### src/rtl/nn_pkg.sv
// Shared constants and FSM state type for the NN_CORE training sequencer.
// Values are signed Q2.14 throughout; the sequencer never interprets them.
package nn_pkg;

    localparam int unsigned NN_DATA_W        = 16;
    localparam int unsigned NN_SAMPLE_CYCLES = 13;

    localparam logic [NN_DATA_W-1:0] NN_Q_ONE  = 16'h4000;
    localparam logic [NN_DATA_W-1:0] NN_Q_ZERO = 16'h0000;

    typedef enum logic [2:0] {
        StIdle,
        StCoreRst,
        StTrain,
        StInfer,
        StDone
    } nn_state_e;

    function automatic int unsigned nn_max(input int unsigned a, input int unsigned b);
        return (a > b) ? a : b;
    endfunction

endpackage

### src/rtl/nn_sample_regfile.sv
// N x (2*WIDTH) register file: one synchronous write port, one asynchronous read port.
// Cleared by the synchronous active-low reset; out-of-range addresses write nothing, read 0.
module nn_sample_regfile #(
    parameter int unsigned WIDTH = 16,
    parameter int unsigned DEPTH = 4,
    parameter int unsigned IDX_W = 2
) (
    input  logic                 i_clk,
    input  logic                 i_res,
    input  logic                 i_wr_en,
    input  logic [IDX_W-1:0]     i_wr_addr,
    input  logic [2*WIDTH-1:0]   i_wr_data,
    input  logic [IDX_W-1:0]     i_rd_addr,
    output logic [2*WIDTH-1:0]   o_rd_data
);

    logic [2*WIDTH-1:0] r_mem [DEPTH];
    logic               w_wr_ok;
    logic               w_rd_ok;

    assign w_wr_ok = i_wr_en && (32'(i_wr_addr) < DEPTH);
    assign w_rd_ok = 32'(i_rd_addr) < DEPTH;

    always_ff @(posedge i_clk) begin
        if (!i_res) begin
            for (int unsigned i = 0; i < DEPTH; i++) begin
                r_mem[i] <= '0;
            end
        end else if (w_wr_ok) begin
            r_mem[i_wr_addr] <= i_wr_data;
        end
    end

    assign o_rd_data = w_rd_ok ? r_mem[i_rd_addr] : '0;

endmodule

### src/rtl/nn_train_sequencer.sv
// Drives NN_CORE through reset, repeated training epochs over the stored samples,
// and a final inference pass whose outputs are captured per sample for the host.
module nn_train_sequencer
    import nn_pkg::*;
#(
    parameter int unsigned DATA_W        = NN_DATA_W,
    parameter int unsigned N_SAMPLES     = 4,
    parameter int unsigned IDX_W         = 2,
    parameter int unsigned SAMPLE_CYCLES = NN_SAMPLE_CYCLES,
    parameter int unsigned RST_CYCLES    = 1,
    parameter int unsigned EPOCH_W       = 16
) (
    input  logic               i_clk,
    input  logic               i_res,
    input  logic               i_start,
    input  logic               i_abort,
    input  logic [EPOCH_W-1:0] i_max_epochs,
    input  logic               i_wr_en,
    input  logic [IDX_W-1:0]   i_wr_addr,
    input  logic [DATA_W-1:0]  i_wr_x1,
    input  logic [DATA_W-1:0]  i_wr_x2,
    input  logic [IDX_W-1:0]   i_rd_addr,
    output logic [DATA_W-1:0]  o_rd_y1,
    output logic [DATA_W-1:0]  o_rd_y2,
    output logic               o_busy,
    output logic               o_done,
    output logic               o_timeout,
    output logic [EPOCH_W-1:0] o_epoch_count,
    output logic               o_core_res,
    output logic               o_core_update_coeff,
    output logic [DATA_W-1:0]  o_core_input_k_1,
    output logic [DATA_W-1:0]  o_core_input_k_2,
    input  logic               i_core_finish_updating,
    input  logic [DATA_W-1:0]  i_core_a3_1,
    input  logic [DATA_W-1:0]  i_core_a3_2
);

    localparam int unsigned CNT_MAX = nn_max(SAMPLE_CYCLES, RST_CYCLES);
    localparam int unsigned CNT_W   = $clog2(CNT_MAX + 1);

    nn_state_e          r_state;
    nn_state_e          w_state_next;
    logic [CNT_W-1:0]   r_cnt;
    logic [IDX_W-1:0]   r_idx;
    logic [EPOCH_W-1:0] r_epoch;
    logic [EPOCH_W-1:0] r_limit;
    logic               r_timeout;
    logic               r_fin;

    logic               w_start_ok;
    logic               w_win_end;
    logic               w_rst_end;
    logic               w_last_idx;
    logic               w_fin_any;
    logic               w_limit_hit;
    logic [EPOCH_W:0]   w_epoch_inc;
    logic               w_smp_we;
    logic               w_res_we;
    logic [2*DATA_W-1:0] w_smp_rd;
    logic [2*DATA_W-1:0] w_res_rd;

    assign w_start_ok  = i_start && !i_abort;
    assign w_win_end   = r_cnt == CNT_W'(SAMPLE_CYCLES - 1);
    assign w_rst_end   = r_cnt == CNT_W'(RST_CYCLES - 1);
    assign w_last_idx  = r_idx == IDX_W'(N_SAMPLES - 1);
    assign w_fin_any   = r_fin || i_core_finish_updating;
    // One bit wider so a limit at the counter's maximum still compares correctly.
    assign w_epoch_inc = {1'b0, r_epoch} + {{EPOCH_W{1'b0}}, 1'b1};
    assign w_limit_hit = w_epoch_inc == {1'b0, r_limit};

    assign w_smp_we = i_wr_en && (r_state == StIdle);
    assign w_res_we = (r_state == StInfer) && w_win_end && !i_abort;

    nn_sample_regfile #(
        .WIDTH (DATA_W),
        .DEPTH (N_SAMPLES),
        .IDX_W (IDX_W)
    ) u_samples (
        .i_clk     (i_clk),
        .i_res     (i_res),
        .i_wr_en   (w_smp_we),
        .i_wr_addr (i_wr_addr),
        .i_wr_data ({i_wr_x1, i_wr_x2}),
        .i_rd_addr (r_idx),
        .o_rd_data (w_smp_rd)
    );

    nn_sample_regfile #(
        .WIDTH (DATA_W),
        .DEPTH (N_SAMPLES),
        .IDX_W (IDX_W)
    ) u_results (
        .i_clk     (i_clk),
        .i_res     (i_res),
        .i_wr_en   (w_res_we),
        .i_wr_addr (r_idx),
        .i_wr_data ({i_core_a3_1, i_core_a3_2}),
        .i_rd_addr (i_rd_addr),
        .o_rd_data (w_res_rd)
    );

    assign o_rd_y1       = w_res_rd[2*DATA_W-1:DATA_W];
    assign o_rd_y2       = w_res_rd[DATA_W-1:0];
    assign o_timeout     = r_timeout;
    assign o_epoch_count = r_epoch;

    always_ff @(posedge i_clk) begin
        if (!i_res) begin
            r_state <= StIdle;
        end else begin
            r_state <= w_state_next;
        end
    end

    always_comb begin
        w_state_next        = r_state;
        o_core_res          = 1'b1;
        o_core_update_coeff = 1'b0;
        o_busy              = 1'b0;
        o_done              = 1'b0;
        o_core_input_k_1    = NN_Q_ZERO;
        o_core_input_k_2    = NN_Q_ZERO;
        unique case (r_state)
            StIdle: begin
                if (w_start_ok) w_state_next = StCoreRst;
            end
            StCoreRst: begin
                o_busy = 1'b1;
                if (w_rst_end) w_state_next = StTrain;
            end
            StTrain: begin
                o_busy              = 1'b1;
                o_core_res          = 1'b0;
                o_core_update_coeff = 1'b1;
                o_core_input_k_1    = w_smp_rd[2*DATA_W-1:DATA_W];
                o_core_input_k_2    = w_smp_rd[DATA_W-1:0];
                if (w_win_end && w_last_idx && (w_fin_any || w_limit_hit)) begin
                    w_state_next = StInfer;
                end
            end
            StInfer: begin
                o_busy           = 1'b1;
                o_core_res       = 1'b0;
                o_core_input_k_1 = w_smp_rd[2*DATA_W-1:DATA_W];
                o_core_input_k_2 = w_smp_rd[DATA_W-1:0];
                if (w_win_end && w_last_idx) w_state_next = StDone;
            end
            StDone: begin
                o_core_res   = 1'b0;
                o_done       = 1'b1;
                w_state_next = StIdle;
            end
            default: w_state_next = StIdle;
        endcase
        if (i_abort) w_state_next = StIdle;
    end

    always_ff @(posedge i_clk) begin
        if (!i_res) begin
            r_cnt     <= '0;
            r_idx     <= '0;
            r_epoch   <= '0;
            r_limit   <= '0;
            r_timeout <= 1'b0;
            r_fin     <= 1'b0;
        end else begin
            unique case (r_state)
                StIdle: begin
                    if (w_start_ok) begin
                        r_limit   <= (i_max_epochs == '0) ? EPOCH_W'(1) : i_max_epochs;
                        r_epoch   <= '0;
                        r_timeout <= 1'b0;
                        r_fin     <= 1'b0;
                        r_cnt     <= '0;
                    end
                end
                StCoreRst: begin
                    if (w_rst_end) begin
                        r_cnt <= '0;
                        r_idx <= '0;
                    end else begin
                        r_cnt <= r_cnt + CNT_W'(1);
                    end
                end
                StTrain: begin
                    if (i_core_finish_updating) r_fin <= 1'b1;
                    if (w_win_end) begin
                        r_cnt <= '0;
                        r_idx <= w_last_idx ? '0 : r_idx + IDX_W'(1);
                        if (w_last_idx) begin
                            if (r_epoch != '1) r_epoch <= r_epoch + EPOCH_W'(1);
                            // finish_updating outranks the epoch limit
                            if (!w_fin_any && w_limit_hit) r_timeout <= 1'b1;
                        end
                    end else begin
                        r_cnt <= r_cnt + CNT_W'(1);
                    end
                end
                StInfer: begin
                    if (w_win_end) begin
                        r_cnt <= '0;
                        r_idx <= w_last_idx ? '0 : r_idx + IDX_W'(1);
                    end else begin
                        r_cnt <= r_cnt + CNT_W'(1);
                    end
                end
                StDone: begin
                    r_cnt <= '0;
                end
                default: begin
                    r_cnt <= '0;
                end
            endcase
        end
    end

endmodule

### config.mk
export PLATFORM = sky130hd
export DESIGN_NAME = nn_train_sequencer
export DESIGN_NICKNAME = d
export VERILOG_FILES = /design/src/rtl/nn_pkg.sv /design/src/rtl/nn_sample_regfile.sv /design/src/rtl/nn_train_sequencer.sv
export SDC_FILE = /design/constraint.sdc
export NUM_CORES = 1
export LEC_CHECK = 0
export ABC_AREA = 1
export BUFFER_PORTS_ARGS = -buffer_cell sky130_fd_sc_hd__buf_2
export CAP_MARGIN = 15
export CELL_PAD_IN_SITES_DETAIL_PLACEMENT = 1
export CELL_PAD_IN_SITES_GLOBAL_PLACEMENT = 1
export CORE_MARGIN = 2
export CORE_UTILIZATION = 40
export CTS_CLUSTER_SIZE = 16
export DETAILED_ROUTE_END_ITERATION = 8
export PLACE_DENSITY = 0.75
export SYNTH_ARGS = -nofsm -noshare
export SYNTH_HDL_FRONTEND = slang
export SYNTH_SLANG_ARGS = --single-unit
### constraint.sdc
create_clock -name i_clk -period 5 [get_ports i_clk]
set_clock_uncertainty 0.05 [all_clocks]
set_input_delay 1.25 -clock i_clk [delete_from_list [all_inputs] [get_ports i_clk]]
set_output_delay 1.25 -clock i_clk [all_outputs]
set_load 0.005 [all_outputs]
* Word level (Yosys, flattened, before mapping)
Memory sizes are Yosys's and may differ from the RTL's. A register that Yosys moved wholly into a read port is not among the register bits.
Cells that the tools add are included.
** Storage, ports and cells
- Word-level logic and storage cells :: 107
- Output and inout port bits :: 85
- Memories :: 2
- Register bits :: 43
- Memory bits (writable) :: 256
** Operators by class
- Equal/unequal tests :: 18
- $add $sub $neg :: 4
- Reduce and logical (&&, ||, !) cells :: 28
- Bitwise logic cells :: 1
- Mux-type cells :: 47
** Memory list
- u_results.r_mem :: words 4, width 32, read ports 1, clocked after Yosys merged registers in 0, write ports 4, RTL line nn_sample_regfile.sv:17 : logic [2*WIDTH-1:0] r_mem [DEPTH];
- u_samples.r_mem :: words 4, width 32, read ports 1, clocked after Yosys merged registers in 1, write ports 4, RTL line nn_sample_regfile.sv:17
** Operators by type and width (number)
- $mux W16 :: 7
- $mux W32 :: 2
- $reduce_or A32 Y1 :: 2
- $pmux W16 S2 :: 1
- $mux W1 :: 18
- $add A16 B1 Y17 const B :: 1
- $eq A17 B16 Y1 :: 1
- $add A16 B1 Y16 const B :: 1
- $logic_not A16 Y1 :: 1
- $ne A16 B16 Y1 const B :: 1
- $ne A2 B2 Y1 const B :: 8
- $mux W2 :: 7
- $mux W3 :: 4
- $mux W4 :: 3
- $pmux W3 S4 :: 1
- $pmux W4 S3 :: 1
- $reduce_and A5 Y1 :: 2
- $logic_and A1 B1 Y1 :: 7
- $eq A3 B2 Y1 const B :: 2
- $reduce_and A3 Y1 :: 2
- $reduce_or A3 Y1 :: 2
- $add A4 B1 Y4 const B :: 1
- $eq A4 B4 Y1 const B :: 1
- $logic_not A4 Y1 :: 1
- other kinds (15) :: 21

* Longest topological paths before layout
- Depth in word-level cells :: 8
- Mapped depth :: 17
- Depth with buffers taken out :: 17

* Cells and area by module
Synthesis repeated with hierarchy kept, for this count alone.
** Unflattened totals
- Cell total of the unflattened synthesis :: 1833
- Area, all modules :: 15376.0 um^2
** Modules (own cells, without submodules)
- nn_sample_regfile :: area an instance 6267.3 um^2, times used 2, cells each 689
- nn_train_sequencer :: area an instance 2841.5 um^2, times used 1, cells each 455

* Worst setup path after synthesis
OpenSTA, ideal clock, no wires.
- Path kind :: input -> register
- Start :: input port i_res
- End :: memory u_results.r_mem[1][0] in the netlist's numbering, enable pin
- Data arrival time :: 3991 ps
- Stages :: 5
- Library setup time :: 466 ps
- Path buffers :: 1
- Data required time :: 4484 ps
- Path slack :: 494 ps
- Cells stage by stage :: inv_1 nor2_1 nand2_1 buf_2 o21ai_0
** RTL lines
- from (decl) :: RTL line nn_train_sequencer.sv:14 : input logic i_res,
- to (decl) :: RTL line nn_sample_regfile.sv:17

* Worst setup path in the final report
- Start :: input port i_rd_addr[0]
- End :: output port o_rd_y1[4]
** Between the ends
- Word-level cells in the longest chain between the ends :: 1
** RTL lines
- from (decl) :: RTL line nn_train_sequencer.sv:22 : input logic [IDX_W-1:0] i_rd_addr,
- $mem_v2 Z4 W32
- to (decl) :: RTL line nn_train_sequencer.sv:23 : output logic [DATA_W-1:0] o_rd_y1,
No other way between the ends.

==> impl_metrics.tcl <==
set metrics [dict create \
    cts_resized 0 \
    worst-r2r-setup-slack_ns 2.17 \
    grt_util_met3_pct 2.82 \
    synth_ff_type "edfxtp_1" \
    via_count 11000 \
    critPathMaxFanout 36 \
    finalWirelength_um 39600 \
    critPathArrivalTime_ns 2.98 \
    first_pass_iters 5 \
    fin_crit_sh_pct 85.6 \
    leakage_uw 0.00656 \
    critPathKind "input pin to output pin" \
    slew_headroom_pct 25.7 \
    drive_above_1_share_pct 16.1 \
    area_growth_pct 17.6 \
    die_w_um 189 \
    r2r_end "r_state[1]$_SDFFE_PP0P_" \
    antenna_found_initial 3 \
    cts_setup_buffers 0 \
    ir_drop_mv 0.244 \
    power_density_mw_per_mm2 363 \
    outcome "complete, no violations" \
    crit_slowest_cell "clkinv_1" \
    reg2regPathDepth 12 \
    grt_pass1_wl_um 62000 \
    synth.avg_cell_area_um2 9.36 \
    clock_power_share_pct 41.5 \
    clock-root-buffer "clkbuf_16" \
    fin_area_mm2 0.0161 \
    syn_area_mm2 0.0137 \
    io_pins 175 \
    ctsLongestPathBuffers 3 \
    finalCriticalPeriod_ns 4.28 \
    min_path_type "register to register" \
    clkTransAtPathRegs_ns 0.06 \
    fmax_mhz 234 \
    final_cell_mix "nor2_1 (428), edfxtp_1 (256), buf_2 (174)" \
    portBuffers 174 \
    grt.total_usage_pct 21.9 \
    cap_violations 0 \
    htree_levels 2 \
    use_met1_pct 28.2 \
    endpoint_kind "output pin" \
    nNetsFinal 1708 \
    synth_edf_count 256 \
    core_area_mm2 0.0336 \
    row_count 67 \
    fin_ws_ns 0.722 \
    start_util_pct 40.7 \
    pwr-share-seq_pct 49.5 \
    use_met2_pct 38.6 \
    setup_tns_ns 0 \
    crit_path_start_kind "input pin" \
    die_area_mm2 0.0357 \
    synth-async-reset-ratio_pct 0 \
    synth_nets 1556 \
    drc 0 \
    cp-startpoint "i_rd_addr[0]" \
    postRouteAntennaNets 0 \
    grt-ovfl-total 0 \
    layout_commonest_cell "nor2_1" \
    crit_cells 6 \
    finalSetupViolCount 0 \
    cp.required_ns 3.70 \
    globalplace.congestion 0.818 \
    drv_slew 0 \
    p_int_uw 4430 \
    grt_pass1_vias 11500 \
    synth.distinct_cells 36 \
    yosys_warnings 0 \
    critPathMostFrequentCell "buf_2" \
    synthCells 1462 \
    cts_buffers 34 \
    chipHeight_um 189 \
    tightest_slew_ns 1.11 \
    busiest_layer "met2" \
    grt_max_degree 66 \
    timing.final.hold_violations 0 \
    path_delay_family "buffers and inverters" \
    synth_seq_cells 301 \
    drt-wirelength-per-cell_um 19.0 \
    post-place-ws_ns 0.725 \
    reg2reg_from "r_state[2]$_SDFFE_PP0P_" \
    placed_area_mm2 0.0150 \
    yosysSeqAreaShare_pct 62.7 \
    viasPerCell 5.29 \
    first_iter_violations 547 \
    hpwl_um 24500 \
    p_sw_share_pct 24.1 \
    power_uw 5840 \
    clk_latency_ns 0.51 \
    tritoncts "yes" \
    netSwitchingPower_uw 1410 \
    cp_cell_sequence "buf_2 > clkinv_1 > buf_12 > o21ai_0 > o22ai_1 > buf_2" \
    ctsHoldBuffers 0 \
    path_buf_inv 4 \
    pwr-share-comb_pct 9.0 \
    numClockSinks 301 \
    crit_end "o_rd_y1[4]" \
    slowest_delay_ns 0.65 \
    grt_setup_unrepaired "no" \
]
==> synth_stat cells (9+ instances only) <==
| master | number | area (µm²) |
|---|---|---|
| nor3_1 | 71 | 355 |
| nand2_1 | 103 | 387 |
| inv_1 | 134 | 503 |
| a31oi_1 | 10 | 62.6 |
| nand3_1 | 39 | 195 |
| nor2_1 | 428 | 1610 |
| o21ai_0 | 143 | 716 |
| buf_1 | 18 | 67.6 |
| buf_2 | 9 | 45.0 |
| edfxtp_1 | 256 | 7690 |
| o22ai_1 | 40 | 250 |
| a211oi_1 | 16 | 120 |
| clkbuf_1 | 55 | 206 |
| dfxtp_1 | 45 | 901 |
| nand4_1 | 13 | 81.3 |
| a21oi_1 | 48 | 240 |
==> how the worst min path moves through the flow <==
stage,start,to,cells after the start
floorplan,o_timeout$_SDFFE_PN0P_,o_timeout$_SDFFE_PN0P_,2
global placement,r_limit[9]$_SDFFE_PN0P_,r_limit[9]$_SDFFE_PN0P_,2
detailed placement,r_limit[10]$_SDFFE_PN0P_,r_limit[10]$_SDFFE_PN0P_,2
CTS,r_limit[10]$_SDFFE_PN0P_,r_limit[10]$_SDFFE_PN0P_,2
global route,r_limit[1]$_SDFFE_PN0P_,r_limit[1]$_SDFFE_PN0P_,2
finish,r_limit[10]$_SDFFE_PN0P_,r_limit[10]$_SDFFE_PN0P_,2
==> per-layer routing <==
layer / routed length (µm) / share of wire, % / vias up
met5: 13 / 0.033 / -
met3: 1830 / 4.6 / 69
met2: 19600 / 49 / 263
li1: - / - / 5270
met4: 956 / 2.4 / 2
met1: 17200 / 44 / 5445
==> power groups by stage <==
stage	Combinational [µW]	Sequential [µW]	Clock (µW)
5_1_grt	586	2900	2570
6_report	524	2890	2430
4_1_cts	529	2890	2480
3_3_place_gp	507	2940	0
2_1_floorplan	307	2930	0
3_5_place_dp	525	2940	0
==> flip-flops by register name (all words and copies together) (netlist names), named ones only <==
register and flops:
u_results.r_mem 128, u_samples.r_mem 128, o_epoch_count 16, r_limit 16, r_cnt 4, r_state 3, r_idx 2, o_timeout 1
r_fin 1
==> cell type report <==
type                            instances  area (µm²)
Fill cell                            3875       17500
Sequential cell                       301        8590
Multi-Input combinational cell        938        4280
Timing Repair Buffer                  200        1080
Clock buffer                           45         902
Tap cell                              448         561
Inverter                              139         522
Clock inverter                         16         169
Antenna cell                            2        5.00
==> worst min-delay path: stages, from the launching register on <==
cell,delay [ns]
dfxtp_1,0.32
nand2_1,0.06
a21oi_1,0.06
==> cells by family (layout without fill, tap and decap cells) <==
family	count (synthesis)	in the layout	share of synthesized area (%)
AOI/OAI and AO/OA	262	262	10.4
xor gates and xnor gates	3	3	0.192
adders and majority gates	4	4	0.366
buffers and inverters	223	400	6.25
DFF	301	301	62.7
other	0	2	0
and+or+nand+nor	669	669	20.0
==> through the flow <==
stage | utilization [%] | instances | hold WS (ns)
after floorplan | - | 1462 | 0.397
after global placement | 44.7 | 2026 | 0.419
after detailed placement | 44.7 | 2026 | 0.426
after CTS | 47.9 | 2087 | 0.436
after global routing | 47.9 | 2089 | 0.458
final | 47.9 | 2089 | 0.435
Note: power is estimated with default switching activity, not from simulation.
